`config.mk`:
```
export PLATFORM = sky130hd
export DESIGN_NAME = mano_timing_sequencer_flat
export DESIGN_NICKNAME = d
export VERILOG_FILES = /design/src/rtl/mano_timing_sequencer_if.sv /design/src/rtl/mano_timing_sequencer.sv /design/src/flat_wrapper.sv
export SDC_FILE = /design/constraint.sdc
export NUM_CORES = 1
export LEC_CHECK = 0
export CORE_UTILIZATION = 28
export CTS_CLUSTER_DIAMETER = 50
export DETAILED_ROUTE_END_ITERATION = 6
export GPL_TIMING_DRIVEN = 0
export PLACE_DENSITY = 0.75
export SETUP_SLACK_MARGIN = 0.2
export SLEW_MARGIN = 40
export SYNTH_ARGS = -nofsm -noshare
export SYNTH_HDL_FRONTEND = slang
export SYNTH_SLANG_ARGS = --single-unit
```
`constraint.sdc`:
```
create_clock -name clk -period 1.5 [get_ports clk]
set_clock_uncertainty 0.2 [all_clocks]
set_input_delay 0.15 -clock clk [delete_from_list [all_inputs] [get_ports clk]]
set_output_delay 0.15 -clock clk [all_outputs]
set_load 0.01 [all_outputs]
```
`src/rtl/mano_timing_sequencer_if.sv`:
```
// Signal bundle between the timing sequencer and the datapath/control blocks.
// The sequencer drives timing and decode every cycle; there is no valid/ready pair.
interface mano_timing_sequencer_if;
    logic [15:0] ir;
    logic        fgi;
    logic        fgo;
    logic        stall;
    logic        start;
    logic [7:0]  T;
    logic [7:0]  D;
    logic        I;
    logic [11:0] B;
    logic        R;
    logic        IEN;
    logic        S;
    logic        sc_clr;
    logic [2:0]  sc;    // raw sequence counter, exposed for debug and checkers

    modport master (
        output ir, fgi, fgo, stall, start,
        input  T, D, I, B, R, IEN, S, sc_clr, sc
    );

    modport slave (
        input  ir, fgi, fgo, stall, start,
        output T, D, I, B, R, IEN, S, sc_clr, sc
    );
endinterface

```
`src/rtl/mano_timing_sequencer.sv`:
```
// Timing and control sequencer for the basic computer: owns SC, S, IEN and R,
// drives the one-hot T phases and decodes IR into D, I and B.
module mano_timing_sequencer #(
    parameter bit START_RUN = 1'b1,
    parameter bit IEN_RESET = 1'b0
) (
    input  logic                    clk,
    input  logic                    rst_n,
    mano_timing_sequencer_if.slave  bus
);

    typedef enum logic [2:0] {
        PH_T0, PH_T1, PH_T2, PH_T3, PH_T4, PH_T5, PH_T6, PH_T7
    } phase_t;

    phase_t      r_sc;
    phase_t      w_sc_nxt;
    logic        r_s;
    logic        r_r;
    logic        r_ien;
    logic        w_s_nxt;
    logic        w_r_nxt;
    logic        w_ien_nxt;
    logic [7:0]  w_t;
    logic [7:0]  w_d;
    logic        w_i;
    logic [11:0] w_b;
    logic        w_en;
    logic        w_clr;

    assign w_t  = r_s ? (8'b1 << r_sc) : 8'b0;
    assign w_d  = 8'b1 << bus.ir[14:12];
    assign w_i  = bus.ir[15];
    assign w_b  = bus.ir[11:0];
    assign w_en = r_s & ~bus.stall;

    // Last phase of each instruction class, plus the end of the interrupt cycle.
    assign w_clr = (r_r & w_t[2])
                 | ((w_d[0] | w_d[1] | w_d[2] | w_d[5]) & w_t[5])
                 | ((w_d[3] | w_d[4]) & w_t[4])
                 | (w_d[6] & w_t[6])
                 | (w_d[7] & w_t[3]);

    always_ff @(posedge clk or negedge rst_n) begin
        if (!rst_n) begin
            r_sc  <= PH_T0;
            r_s   <= START_RUN;
            r_r   <= 1'b0;
            r_ien <= IEN_RESET;
        end else begin
            r_sc  <= w_sc_nxt;
            r_s   <= w_s_nxt;
            r_r   <= w_r_nxt;
            r_ien <= w_ien_nxt;
        end
    end

    always_comb begin
        w_sc_nxt  = r_sc;
        w_s_nxt   = r_s;
        w_r_nxt   = r_r;
        w_ien_nxt = r_ien;
        // start only matters while halted, so it can never race a HLT.
        if (!r_s && bus.start) begin
            w_s_nxt = 1'b1;
        end
        if (w_en) begin
            w_sc_nxt = w_clr ? PH_T0 : phase_t'(r_sc + 3'd1);
            // Entry uses the pre-edge IEN, so an ION in this cycle cannot trigger it.
            if (~w_t[0] & ~w_t[1] & ~w_t[2] & r_ien & (bus.fgi | bus.fgo) & ~r_r) begin
                w_r_nxt = 1'b1;
            end
            if (r_r & w_t[2]) begin
                w_r_nxt   = 1'b0;
                w_ien_nxt = 1'b0;
            end
            if (w_d[7] & w_i & w_t[3]) begin
                if (w_b[7]) w_ien_nxt = 1'b1;
                if (w_b[6]) w_ien_nxt = 1'b0;
            end
            if (w_d[7] & ~w_i & w_t[3] & w_b[0]) begin
                w_s_nxt = 1'b0;
            end
        end
    end

    assign bus.T      = w_t;
    assign bus.D      = w_d;
    assign bus.I      = w_i;
    assign bus.B      = w_b;
    assign bus.R      = r_r;
    assign bus.IEN    = r_ien;
    assign bus.S      = r_s;
    assign bus.sc_clr = w_clr;
    assign bus.sc     = r_sc;

endmodule

```
`src/flat_wrapper.sv`:
```
// flat-port wrapper written by rule: the top's interface ports become plain ports
module mano_timing_sequencer_flat 
#(
    parameter bit START_RUN = 1'b1,
    parameter bit IEN_RESET = 1'b0
)
  (clk, rst_n, bus_ir, bus_fgi, bus_fgo, bus_stall, bus_start, bus_T, bus_D, bus_I, bus_B, bus_R, bus_IEN, bus_S, bus_sc_clr, bus_sc);
  mano_timing_sequencer_if bus_i ();
  input  logic clk;
  input  logic rst_n;
  input wire logic [$bits(bus_i.ir)-1:0] bus_ir;
  input wire logic [$bits(bus_i.fgi)-1:0] bus_fgi;
  input wire logic [$bits(bus_i.fgo)-1:0] bus_fgo;
  input wire logic [$bits(bus_i.stall)-1:0] bus_stall;
  input wire logic [$bits(bus_i.start)-1:0] bus_start;
  output wire logic [$bits(bus_i.T)-1:0] bus_T;
  output wire logic [$bits(bus_i.D)-1:0] bus_D;
  output wire logic [$bits(bus_i.I)-1:0] bus_I;
  output wire logic [$bits(bus_i.B)-1:0] bus_B;
  output wire logic [$bits(bus_i.R)-1:0] bus_R;
  output wire logic [$bits(bus_i.IEN)-1:0] bus_IEN;
  output wire logic [$bits(bus_i.S)-1:0] bus_S;
  output wire logic [$bits(bus_i.sc_clr)-1:0] bus_sc_clr;
  output wire logic [$bits(bus_i.sc)-1:0] bus_sc;
  assign bus_i.ir = bus_ir;
  assign bus_i.fgi = bus_fgi;
  assign bus_i.fgo = bus_fgo;
  assign bus_i.stall = bus_stall;
  assign bus_i.start = bus_start;
  assign bus_T = bus_i.T;
  assign bus_D = bus_i.D;
  assign bus_I = bus_i.I;
  assign bus_B = bus_i.B;
  assign bus_R = bus_i.R;
  assign bus_IEN = bus_i.IEN;
  assign bus_S = bus_i.S;
  assign bus_sc_clr = bus_i.sc_clr;
  assign bus_sc = bus_i.sc;
  mano_timing_sequencer #(.START_RUN(START_RUN), .IEN_RESET(IEN_RESET)) u_core (.clk(clk), .rst_n(rst_n), .bus(bus_i));
endmodule
```
==> results.md <==
- RR Startpoint: u_core.bus.sc[0]$_DFFE_PN0P_
- DRC viols: 0
- Place WS: -0.7098 ns
- Crit path kind: register to output port
- Nets: 181
- Slew Limit Fails: 0
- Total track usage: 0.1688
- Critical-path maximum fanout: 4
- Crit end category: output port
- Main combinational cell family by area after synthesis: simple AND/OR/NAND/NOR gates
- Outcome: finished with violations
- Hold Path Stages: 3
- Area Overhead vs Synth: 137.5%
- Via density: 4.811
- GPL Wtd Cong: 0.7103
- Combinational share of power: 0.748
- Mapped cell area: 678.2 sq um
- TritonRoute pass-1 iters: 4
- Class of the worst hold path: input port to register
- Antenna violations before repair: 0
- Layout cells sized above 1: 0.6447
- Vias: 866
- Post-Synthesis Cells: 75
- Commonest non-fill, non-tap cells in the layout: buf_4, buf_6, clkdlybuf4s50_1
- Largest net degree at the start of global routing: 10
- CORE AREA: 2255 sq um
- Sequential power share: 0.167
- Post-route setup slack: -0.4101 ns
- CTS sink count: 6
- Startpoint of the worst hold path: bus_ir[0]
- Clock Power Share: 0.086
- Port bufs: 47
- Least-Margin Pin Slew: 0.4498 ns
- Reg2reg path depth: 10
- Adder-Cell Fraction of Synth Area: 0.1107
- Min Tclk post-route: 1.910 ns
- Crit. Startpoint: u_core.bus.sc[0]$_DFFE_PN0P_
- H-tree levels: 1
- Synthesis Warnings: 0
- Most common cell after layout, fill and taps aside: buf_4
- FF+latch area: 155.1 sq um
- Multi-input gate area: 535.5 sq um
- PD cells: 1237 nW/um^2
- Final setup fails: 16
- Mux share of post-synthesis cell area: 0.01476
- Clock buffer depth: 2
- Flops & latches, synth: 6
- 1st-iter DRT viols: 3
- Die width: 51.22 um
- Leak: 0.7985 nW
- Later-pin clock latency in the skew report: 0.26 ns
- Die area: 2623 sq um
- XOR/XNOR Fraction of Synth Area: 0
- CTS tree: yes
- Failing checks: negative setup slack
- Max Fclk: 523.5 MHz
- Switching power: 0.7779 mW
- Power Internal: 1.214 mW
- Initial core utilization: 0.3008
- Total gr overflow: 0
- Detailed placement HPWL: 1524 um
- Ant. Diodes: 0
- Sw frac: 0.3905
- Relative slew slack: 0.6970
- Final Hold Viols: 0
- Peak VDD IR: 0.8518 mV
- Net count after synthesis: 103
- Overall Power: 1.992 mW
- Synth cell types: 33
- # rows: 17
- Final ANT Viol Nets: 0
- First-pass GRT wire length: 3256 um
- WL final: 2579 um
- Max-cap violation count: 0
- Syn avg cell area: 9.042 sq um
- Critical Path AT: 1.56 ns
- Clock Pin Slew Worst Setup and Hold Paths: 0.04 ns
- Fill count: 162
- I/O pins: 58
- Seq/Total Area, Yosys: 0.2232
- CP Data Required Time: 1.15 ns
- Drt wl/cell: 14.33 um
- Number of global-route vias before repair: 770
- Final worst-path cycle share: 1.273
- Synth Area in Simple Gates: 0.3100
- Total CTS buffers: 3
- Unrepaired setup endpoints after global routing: true
- DIE HEIGHT: 51.22 um
- Root buffer cell: clkbuf_4
- Compound-Gate Fraction of Synth Area: 0.1513
- Crit path launch type: register
-- cell families after synthesis --
| kind of cell | count (synthesis) |
|---|---|
| compound gates | 11 |
| flops | 6 |
| fa+ha+maj | 6 |
| mux | 1 |
| buf+inv | 20 |
| simple gates | 31 |
-- power groups by stage --
stage	registers (mW)	logic, mW	clock network (mW)
detailed placement	0.335	1.04	0
floorplan	0.346	0.554	0
global placement	0.331	1.03	0
global route	0.340	1.58	0.183
CTS	0.323	1.27	0.174
finish	0.332	1.49	0.171
-- critical path, stage by stage, from the launching register on --
cell and delay, ns:
dfrtp_2 0.42, inv_2 0.07, ha_4 0.16, and3_4 0.16
a22oi_4 0.22, nand4_4 0.13, buf_6 0.14
-- metal layers --
| layer | wire [um] | vias up | global-route usage | share of wire |
|---|---|---|---|---|
| li1 | - | 405 | - | - |
| met1 | 964 | 408 | 0.1604 | 0.37 |
| met2 | 1359 | 47 | 0.3355 | 0.53 |
| met3 | 191 | 6 | 0.02679 | 0.074 |
| met4 | 63 | 0 | 0.09459 | 0.024 |
| met5 | 0 | - | 0 | 0 |
-- stage by stage --
| step | utilization | instance area, sq um | TNS [ns] | hold WS [ns] | cells |
|---|---|---|---|---|---|
| 2_1_floorplan | - | 754.5 | -0.5767 | -0.3456 | 75 |
| 3_3_place_gp | 0.5588 | 1260 | -7.676 | 0.2093 | 150 |
| 3_5_place_dp | 0.5588 | 1260 | -8.193 | 0.2096 | 150 |
| 4_1_cts | 0.6620 | 1493 | -2.660 | 0.04717 | 171 |
| 5_1_grt | 0.7142 | 1610 | -4.217 | 0.07822 | 180 |
| 6_report | 0.7142 | 1610 | -3.589 | 0.05796 | 180 |
-- sequential cells by signal (all words and copies together) (netlist names) --
signal and flops:
u_core.bus.sc 3, u_core.bus.IEN 1, u_core.bus.S 1, u_core.bus.R 1
-- worst paths after layout --
kind | to | slack [ns]
worst min register to register | u_core.bus.R$_DFFE_PN0P_ | 0.41
worst min-delay path | u_core.bus.S$_DFF_PN1_ | 0.06
worst max-delay path | bus_sc_clr | -0.41
min in group asynchronous | u_core.bus.R$_DFFE_PN0P_ | 0.49
worst max register to register | u_core.bus.sc[0]$_DFFE_PN0P_ | -0.38
max in group asynchronous | u_core.bus.S$_DFF_PN1_ | 0.33
-- area by class of cell --
class,count,share of cell area
Buffer,16,0.08159
Clock buffer,4,0.01632
Inverter,4,0.009324
Multi-Input combinational cell,49,0.3326
Sequential cell,6,0.09635
Tap cell,28,0.02176
Timing Repair Buffer,73,0.4421
-- synth_stat cells --
cell	n	area (sq um)
a22oi_1	1	7.510
a22oi_4	1	21.27
and2_1	2	12.51
and3_1	5	31.28
and3_2	1	7.510
and3b_1	2	17.52
and3b_2	1	10.01
and3b_4	1	12.51
and4b_1	1	10.01
buf_2	1	5.000
buf_4	14	105.1
clkbuf_1	1	3.750
dfrtp_1	5	125.1
dfstp_2	1	26.28
ha_1	6	75.07
inv_1	4	15.01
mux2i_1	1	10.01
nand2_1	8	30.03
nand2b_1	1	6.260
nand3_1	1	5.000
nand4_4	1	21.27
nor2_1	2	7.510
nor3_1	1	5.000
nor3b_1	2	15.01
nor3b_2	1	12.51
nor4_1	1	6.260
o21ai_0	2	10.01
o21ai_1	1	5.000
o21ai_2	1	8.760
o22a_1	1	8.760
o22ai_1	1	6.260
o31ai_2	2	25.02
o32a_1	1	10.01
-- repair_timing --
action                                  in CTS  in global routing
setup buffers                               15                  9
endpoints found under the setup margin      33                 21
hold endpoints to repair                     5                  0
gates resized for setup                    120                 13
hold buffers                                 1                  0
pin swaps                                    7                  7
gates cloned                                 1                  0
Note: power is estimated with default switching activity, not from simulation.
